<file path="config.mk">
export PLATFORM = sky130hd
export DESIGN_NAME = slave_interface
export DESIGN_NICKNAME = d
export VERILOG_FILES = /design/src/rtl/bus_pkg.sv /design/src/rtl/serial_shift_rx.sv /design/src/rtl/slave_interface.sv
export SDC_FILE = /design/constraint.sdc
export NUM_CORES = 1
export LEC_CHECK = 0
export CAP_MARGIN = 20
export CORE_AREA = 2 2 89 91
export CTS_BUF_LIST = sky130_fd_sc_hd__clkbuf_8 sky130_fd_sc_hd__clkbuf_16
export DETAILED_ROUTE_END_ITERATION = 10
export DIE_AREA = 0 0 91 93
export SLEW_MARGIN = 10
export SYNTH_ARGS = -nofsm -noshare
export SYNTH_HDL_FRONTEND = slang
export SYNTH_HIERARCHICAL = 1
export SYNTH_SLANG_ARGS = --single-unit
</file>
<file path="constraint.sdc">
create_clock -name clk -period 2.9 [get_ports clk]
set_input_delay 0.58 -clock clk [delete_from_list [all_inputs] [get_ports clk]]
set_output_delay 0.58 -clock clk [all_outputs]
set_load 0.01 [all_outputs]
</file>
<file path="src/rtl/bus_pkg.sv">
// bus_pkg: shared widths, mode codes and responder state encoding
// for the serial system bus.
package bus_pkg;

    localparam int DATA_WIDTH           = 8;
    localparam int SLAVE_MEM_ADDR_WIDTH = 12;

    localparam logic MODE_READ  = 1'b0;
    localparam logic MODE_WRITE = 1'b1;

    typedef enum logic [2:0] {
        S_IDLE   = 3'b000,
        S_ADDR   = 3'b001,
        S_WDATA  = 3'b010,
        S_MEM_WR = 3'b011,
        S_MEM_RD = 3'b100,
        S_RDATA  = 3'b101,
        S_SPLIT  = 3'b110
    } state_e;

    function automatic int cnt_width(input int a, input int b, input int c);
        int m;
        m = a;
        if (b > m) m = b;
        if (c > m) m = c;
        return $clog2(m + 1);
    endfunction

endpackage

</file>
<file path="src/rtl/serial_shift_rx.sv">
// serial_shift_rx: N-bit LSB-first deserialiser; done flags the
// cycle the N-th bit is accepted.
module serial_shift_rx #(
    parameter int N = 8
) (
    input  logic         clk_i,
    input  logic         rstn_i,
    input  logic         bit_i,
    input  logic         valid_i,
    input  logic         clear_i,
    output logic [N-1:0] word_o,
    output logic         done_o
);

    localparam int CW = $clog2(N + 1);

    logic [CW-1:0] cnt_q;

    assign done_o = valid_i && (cnt_q == CW'(N - 1));

    // Shifting in at the MSB leaves the first bit at word_o[0].
    always_ff @(posedge clk_i) begin
        if (!rstn_i) begin
            cnt_q  <= '0;
            word_o <= '0;
        end else if (clear_i) begin
            cnt_q <= '0;
        end else if (valid_i) begin
            word_o <= {bit_i, word_o[N-1:1]};
            cnt_q  <= done_o ? '0 : cnt_q + CW'(1);
        end
    end

endmodule

</file>
<file path="src/rtl/slave_interface.sv">
// slave_interface: serial bus responder for one slave memory.
// Define SLAVE_SPLIT_EN to let slow reads release the bus via a split.
module slave_interface #(
    parameter int DATA_WIDTH           = bus_pkg::DATA_WIDTH,
    parameter int SLAVE_MEM_ADDR_WIDTH = bus_pkg::SLAVE_MEM_ADDR_WIDTH,
    parameter int SPLIT_THRESHOLD      = 4
) (
    input  logic                            clk,
    input  logic                            rstn,
    input  logic                            ssel,
    input  logic                            swdata,
    input  logic                            swvalid,
    input  logic                            smode,
    output logic                            srdata,
    output logic                            srvalid,
    output logic                            sready,
    output logic                            ssplit,
    input  logic                            split_grant,
    output logic [SLAVE_MEM_ADDR_WIDTH-1:0] mem_addr,
    output logic [DATA_WIDTH-1:0]           mem_wdata,
    output logic                            mem_wen,
    output logic                            mem_ren,
    input  logic [DATA_WIDTH-1:0]           mem_rdata,
    input  logic                            mem_rvalid
);

    import bus_pkg::*;

    localparam int WW = cnt_width(SLAVE_MEM_ADDR_WIDTH, DATA_WIDTH,
                                  SPLIT_THRESHOLD);

    state_e                st_q;
    logic                  mode_q;
    logic [DATA_WIDTH-1:0] rsh_q;
    logic [WW-1:0]         cnt_q;
    logic                  sready_q;
    logic                  srvalid_q;
    logic                  srdata_q;
    logic                  wen_q;
    logic                  ren_q;
    logic                  in_addr;
    logic                  in_wdata;
    logic                  a_vld;
    logic                  a_done;
    logic                  d_vld;
    logic                  d_done;

    assign in_addr  = (st_q == S_IDLE) || (st_q == S_ADDR);
    assign in_wdata = (st_q == S_WDATA);
    assign a_vld    = ssel && swvalid && in_addr;
    assign d_vld    = ssel && swvalid && in_wdata;

    serial_shift_rx #(.N(SLAVE_MEM_ADDR_WIDTH)) u_addr_rx (
        .clk_i   (clk),
        .rstn_i  (rstn),
        .bit_i   (swdata),
        .valid_i (a_vld),
        .clear_i (!(ssel && in_addr)),
        .word_o  (mem_addr),
        .done_o  (a_done)
    );

    serial_shift_rx #(.N(DATA_WIDTH)) u_wdata_rx (
        .clk_i   (clk),
        .rstn_i  (rstn),
        .bit_i   (swdata),
        .valid_i (d_vld),
        .clear_i (!(ssel && in_wdata)),
        .word_o  (mem_wdata),
        .done_o  (d_done)
    );

`ifdef SLAVE_SPLIT_EN
    logic [WW-1:0] wcnt_q;
    logic          ssplit_q;

    assign ssplit = ssplit_q;
`else
    logic unused_grant;

    assign unused_grant = split_grant;
    assign ssplit       = 1'b0;
`endif

    always_ff @(posedge clk) begin
        if (!rstn) begin
            st_q      <= S_IDLE;
            mode_q    <= MODE_READ;
            rsh_q     <= '0;
            cnt_q     <= '0;
            sready_q  <= 1'b1;
            srvalid_q <= 1'b0;
            srdata_q  <= 1'b0;
            wen_q     <= 1'b0;
            ren_q     <= 1'b0;
`ifdef SLAVE_SPLIT_EN
            wcnt_q    <= '0;
            ssplit_q  <= 1'b0;
`endif
        end else begin
            case (st_q)
                S_IDLE: begin
                    if (ssel && swvalid) begin
                        mode_q   <= smode;
                        sready_q <= 1'b0;
                        st_q     <= S_ADDR;
                    end
                end
                S_ADDR: begin
                    if (!ssel) begin
                        sready_q <= 1'b1;
                        st_q     <= S_IDLE;
                    end else if (a_done) begin
                        if (mode_q == MODE_WRITE) begin
                            st_q <= S_WDATA;
                        end else begin
                            ren_q <= 1'b1;
                            st_q  <= S_MEM_RD;
`ifdef SLAVE_SPLIT_EN
                            wcnt_q <= '0;
`endif
                        end
                    end
                end
                S_WDATA: begin
                    if (!ssel) begin
                        sready_q <= 1'b1;
                        st_q     <= S_IDLE;
                    end else if (d_done) begin
                        wen_q <= 1'b1;
                        st_q  <= S_MEM_WR;
                    end
                end
                S_MEM_WR: begin
                    wen_q    <= 1'b0;
                    sready_q <= 1'b1;
                    st_q     <= S_IDLE;
                end
                S_MEM_RD: begin
                    ren_q <= 1'b0;
                    // A capture on the threshold cycle takes priority.
                    if (mem_rvalid) begin
                        srvalid_q <= 1'b1;
                        srdata_q  <= mem_rdata[0];
                        rsh_q     <= mem_rdata >> 1;
                        cnt_q     <= '0;
                        st_q      <= S_RDATA;
                    end
`ifdef SLAVE_SPLIT_EN
                    else if (wcnt_q == WW'(SPLIT_THRESHOLD)) begin
                        ssplit_q <= 1'b1;
                        st_q     <= S_SPLIT;
                    end else begin
                        wcnt_q <= wcnt_q + WW'(1);
                    end
`endif
                end
                S_RDATA: begin
                    if (cnt_q == WW'(DATA_WIDTH - 1)) begin
                        srvalid_q <= 1'b0;
                        srdata_q  <= 1'b0;
                        cnt_q     <= '0;
                        sready_q  <= 1'b1;
                        st_q      <= S_IDLE;
                    end else begin
                        srdata_q <= rsh_q[0];
                        rsh_q    <= rsh_q >> 1;
                        cnt_q    <= cnt_q + WW'(1);
                    end
                end
`ifdef SLAVE_SPLIT_EN
                S_SPLIT: begin
                    // Hold the word until the arbiter hands the bus back.
                    if (ssplit_q) begin
                        if (mem_rvalid) begin
                            ssplit_q <= 1'b0;
                            rsh_q    <= mem_rdata;
                        end
                    end else if (split_grant) begin
                        srvalid_q <= 1'b1;
                        srdata_q  <= rsh_q[0];
                        rsh_q     <= rsh_q >> 1;
                        cnt_q     <= '0;
                        st_q      <= S_RDATA;
                    end
                end
`endif
                default: st_q <= S_IDLE;
            endcase
        end
    end

    assign sready  = sready_q;
    assign srvalid = srvalid_q;
    assign srdata  = srdata_q;
    assign mem_wen = wen_q;
    assign mem_ren = ren_q;

endmodule
</file>
==> results.py <==
metrics = {
    "setup_path": {
        "startpoint_type": "input pin",
        "cp.arrival_ns": 2.63,
        "crit_type": "in2reg",
        "reg2reg_depth": 7,
        "required_ns": 3.14,
        "cp_max_fo": 3,
        "cp-end-kind": "flop",
    },
    "layout": {
        "antenna_cells": 0,
        "nNetsFinal": 303,
        "drive_gt1_share_pct": 8.42,
        "regArea_um2": 961,
        "syn2layout_area_growth_pct": 27.7,
        "final_area_um2": 2790,
        "fillerInstances": 816,
        "multiInputGateArea_um2": 1140,
        "final_common_cell": "dfxtp_1",
        "utilization_pct": 37.1,
        "mostFrequentLayoutCells": "dfxtp_1 (48), nand2_1 (44), clkdlybuf4s50_1 (39), nor2_1 (20), mux2i_1 (13)",
    },
    "die": {
        "die_h_um": 93,
        "initial_utilization_pct": 29.0,
        "num_io_pins": 42,
        "dieArea_um2": 8460,
        "rows": 32,
        "core_um2": 7530,
        "dieWidth_um": 91,
    },
    "clocking": {
        "clk_pin_slew_ns": 0.08,
        "htree_levels": 2,
        "cts_resized": 0,
        "cts-root-buf": "clkbuf_8",
        "clock_tree.buffer_depth": 2,
        "ctsHoldBuffers": 0,
        "post_cts_buffers": 0,
        "cts_sinks": 48,
        "insertion_delay_ns": 0.31,
        "cts_buffers": 5,
        "cts_tree": "built",
    },
    "grt": {
        "track_usage_pct": 11.1,
        "globalRouteOverflowTotal": 0,
        "grt_max_degree": 26,
        "antenna_found_initial": 0,
        "grt_pass1_vias": 1665,
        "grt_pass1_wl_um": 7670,
    },
    "synth": {
        "synth_area_per_cell_um2": 8.95,
        "yosys_warnings": 6,
        "syn_area_um2": 2180,
        "yosysUniqueCellTypes": 54,
        "ys.flop_type": "dfxtp_1",
        "syn_inst": 244,
        "async_flop_share_pct": 0,
        "syn_nets": 263,
        "synth_seq_cells": 48,
        "synth_edf_count": 0,
        "synth-seq-area-share_pct": 44.0,
    },
    "power_and_ir_drop": {
        "clkPwrFrac_pct": 38.5,
        "peakVddDrop_mv": 0.165,
        "swShare_pct": 22.4,
        "seq_power_share_pct": 53.8,
        "combinationalPowerShare_pct": 7.7,
        "p_sw_mw": 0.280,
        "intPower_mw": 0.969,
        "powerDensity_nw_per_um2": 447,
        "power.leakage_nw": 0.939,
    },
    "detailed_routing": {
        "wl_per_cell_um": 11.7,
        "drt_iter0_markers": 81,
        "wirelength_um": 4510,
        "ant_nets": 0,
        "first_pass_iters": 4,
        "drc_errors": 0,
        "via_per_inst": 4.61,
        "num_vias": 1784,
    },
    "placement": {
        "dp_hpwl_um": 3200,
        "place_area_um2": 2680,
        "gp_congestion": 0.775,
        "io_buffer_count": 39,
        "preCtsSetupSlack_ns": 0.175,
    },
    "timing": {
        "fmax_ghz": 0.418,
        "hold_violations": 0,
        "slew_viol_final": 0,
        "setup_slack_ns": 0.509,
        "fin_setup_tns_ns": 0,
        "worstMarginPinSlew_ns": 0.510,
        "fin_crit_sh_pct": 82.5,
        "layout_min_cycle_time_ns": 2.39,
        "clock_skew_ns": 0.00999,
        "grt_setup_unrepaired": "false",
        "finalSetupViolCount": 0,
        "slew_headroom_pct": 66.0,
    },
    "hold_path": {
        "min_path_cells": 2,
        "min_path_type": "reg2reg",
    },
    "status": {
        "status": "finished, final reports clean",
    },
    "run": {
        "maxCapViolCount": 0,
    },
}
[synth_stat cells, types with 3 or more instances]
cell type  number  area (µm²)
dfxtp_1        48         961
nand2_1        44         165
nor2_1         20        75.1
mux2i_1        13         130
a21boi_0       12        90.1
nor2b_1        12        75.1
buf_2           7        35.0
a21oi_1         6        30.0
a311oi_1        6        52.6
nand3b_1        5        37.5
o21ai_0         5        25.0
nor3_1          4        20.0
a211oi_1        3        22.5
a21oi_2         3        26.3
and3b_1         3        26.3
buf_4           3        22.5
ha_1            3        37.5
nand2b_1        3        18.8
[power groups by stage]
stage / Sequential [mW] / Clock, mW / Combinational [mW]
2_1_floorplan: 0.687 / 0 / 0.0522
3_3_place_gp: 0.687 / 0 / 0.0963
3_5_place_dp: 0.687 / 0 / 0.0969
4_1_cts: 0.671 / 0.504 / 0.0969
5_1_grt: 0.673 / 0.529 / 0.106
6_report: 0.671 / 0.481 / 0.0958
[kinds of logic after synthesis]
logic type	count (synthesis)	share of synthesized area, %
adder cells (fa/ha/maj)	4	2.18
AO/OA/AOI/OAI	47	15.8
flip-flops	48	44.0
buffers and inverters	16	4.01
AND/OR/NAND/NOR	112	26.7
multiplexers	13	5.96
other	1	0.172
XOR/XNOR	3	1.20
[final timing paths]
check / start / endpoint / slack, ns
worst min register to register: u_addr_rx/word_o[0] / u_addr_rx/word_o[0] / 0.47
worst max register to register: st_q[1] / st_q[0] / 0.77
worst max-delay path: swvalid / st_q[0] / 0.51
worst min-delay path: u_addr_rx/word_o[0] / u_addr_rx/word_o[0] / 0.47
[per-layer routing]
layer	track usage (%)	up-vias	wire (µm)	part of all wire, %
li1	-	928	-	-
met1	14.5	812	2260	50
met2	17.2	38	1940	43
met3	3.30	6	231	5.1
met4	4.55	0	72	1.6
met5	0	-	0	0
[flip-flops by register name, indices dropped and copies added, names as in the netlist, 3 cells and up]
| name | flops |
|---|---|
| u_addr_rx/cnt_q | 4 |
| st_q | 3 |
| u_wdata_rx/cnt_q | 4 |
| rsh_q | 7 |
| u_addr_rx/word_o | 12 |
| u_wdata_rx/word_o | 8 |
| cnt_q | 4 |
[cell type report]
type / count / share of cell area, %
inverters: 3 / 0.404
flip-flops and latches: 48 / 34.4
well taps: 102 / 4.57
clock buffers: 5 / 2.47
multi-input cells: 180 / 40.7
clock inverters: 3 / 1.52
repair buffers: 46 / 15.9
[worst max-delay path, cell delays in order]
cell and delay [ns]:
clkdlybuf4s50_1 0.50, nand3b_1 0.14, nor3b_1 0.27, nand2_1 0.12, nor3b_1 0.30, nand3b_1 0.11
nand2_1 0.07, or4b_1 0.43, a21oi_1 0.12
[through the flow]
stage / cells / power (mW) / hold slack, ns
2_1_floorplan: 244 / 0.739 / 0.454
3_3_place_gp: 379 / 0.783 / 0.458
3_5_place_dp: 379 / 0.784 / 0.462
4_1_cts: 387 / 1.27 / 0.475
5_1_grt: 387 / 1.31 / 0.511
6_report: 387 / 1.25 / 0.469
Power figures use the tool's default switching activity.
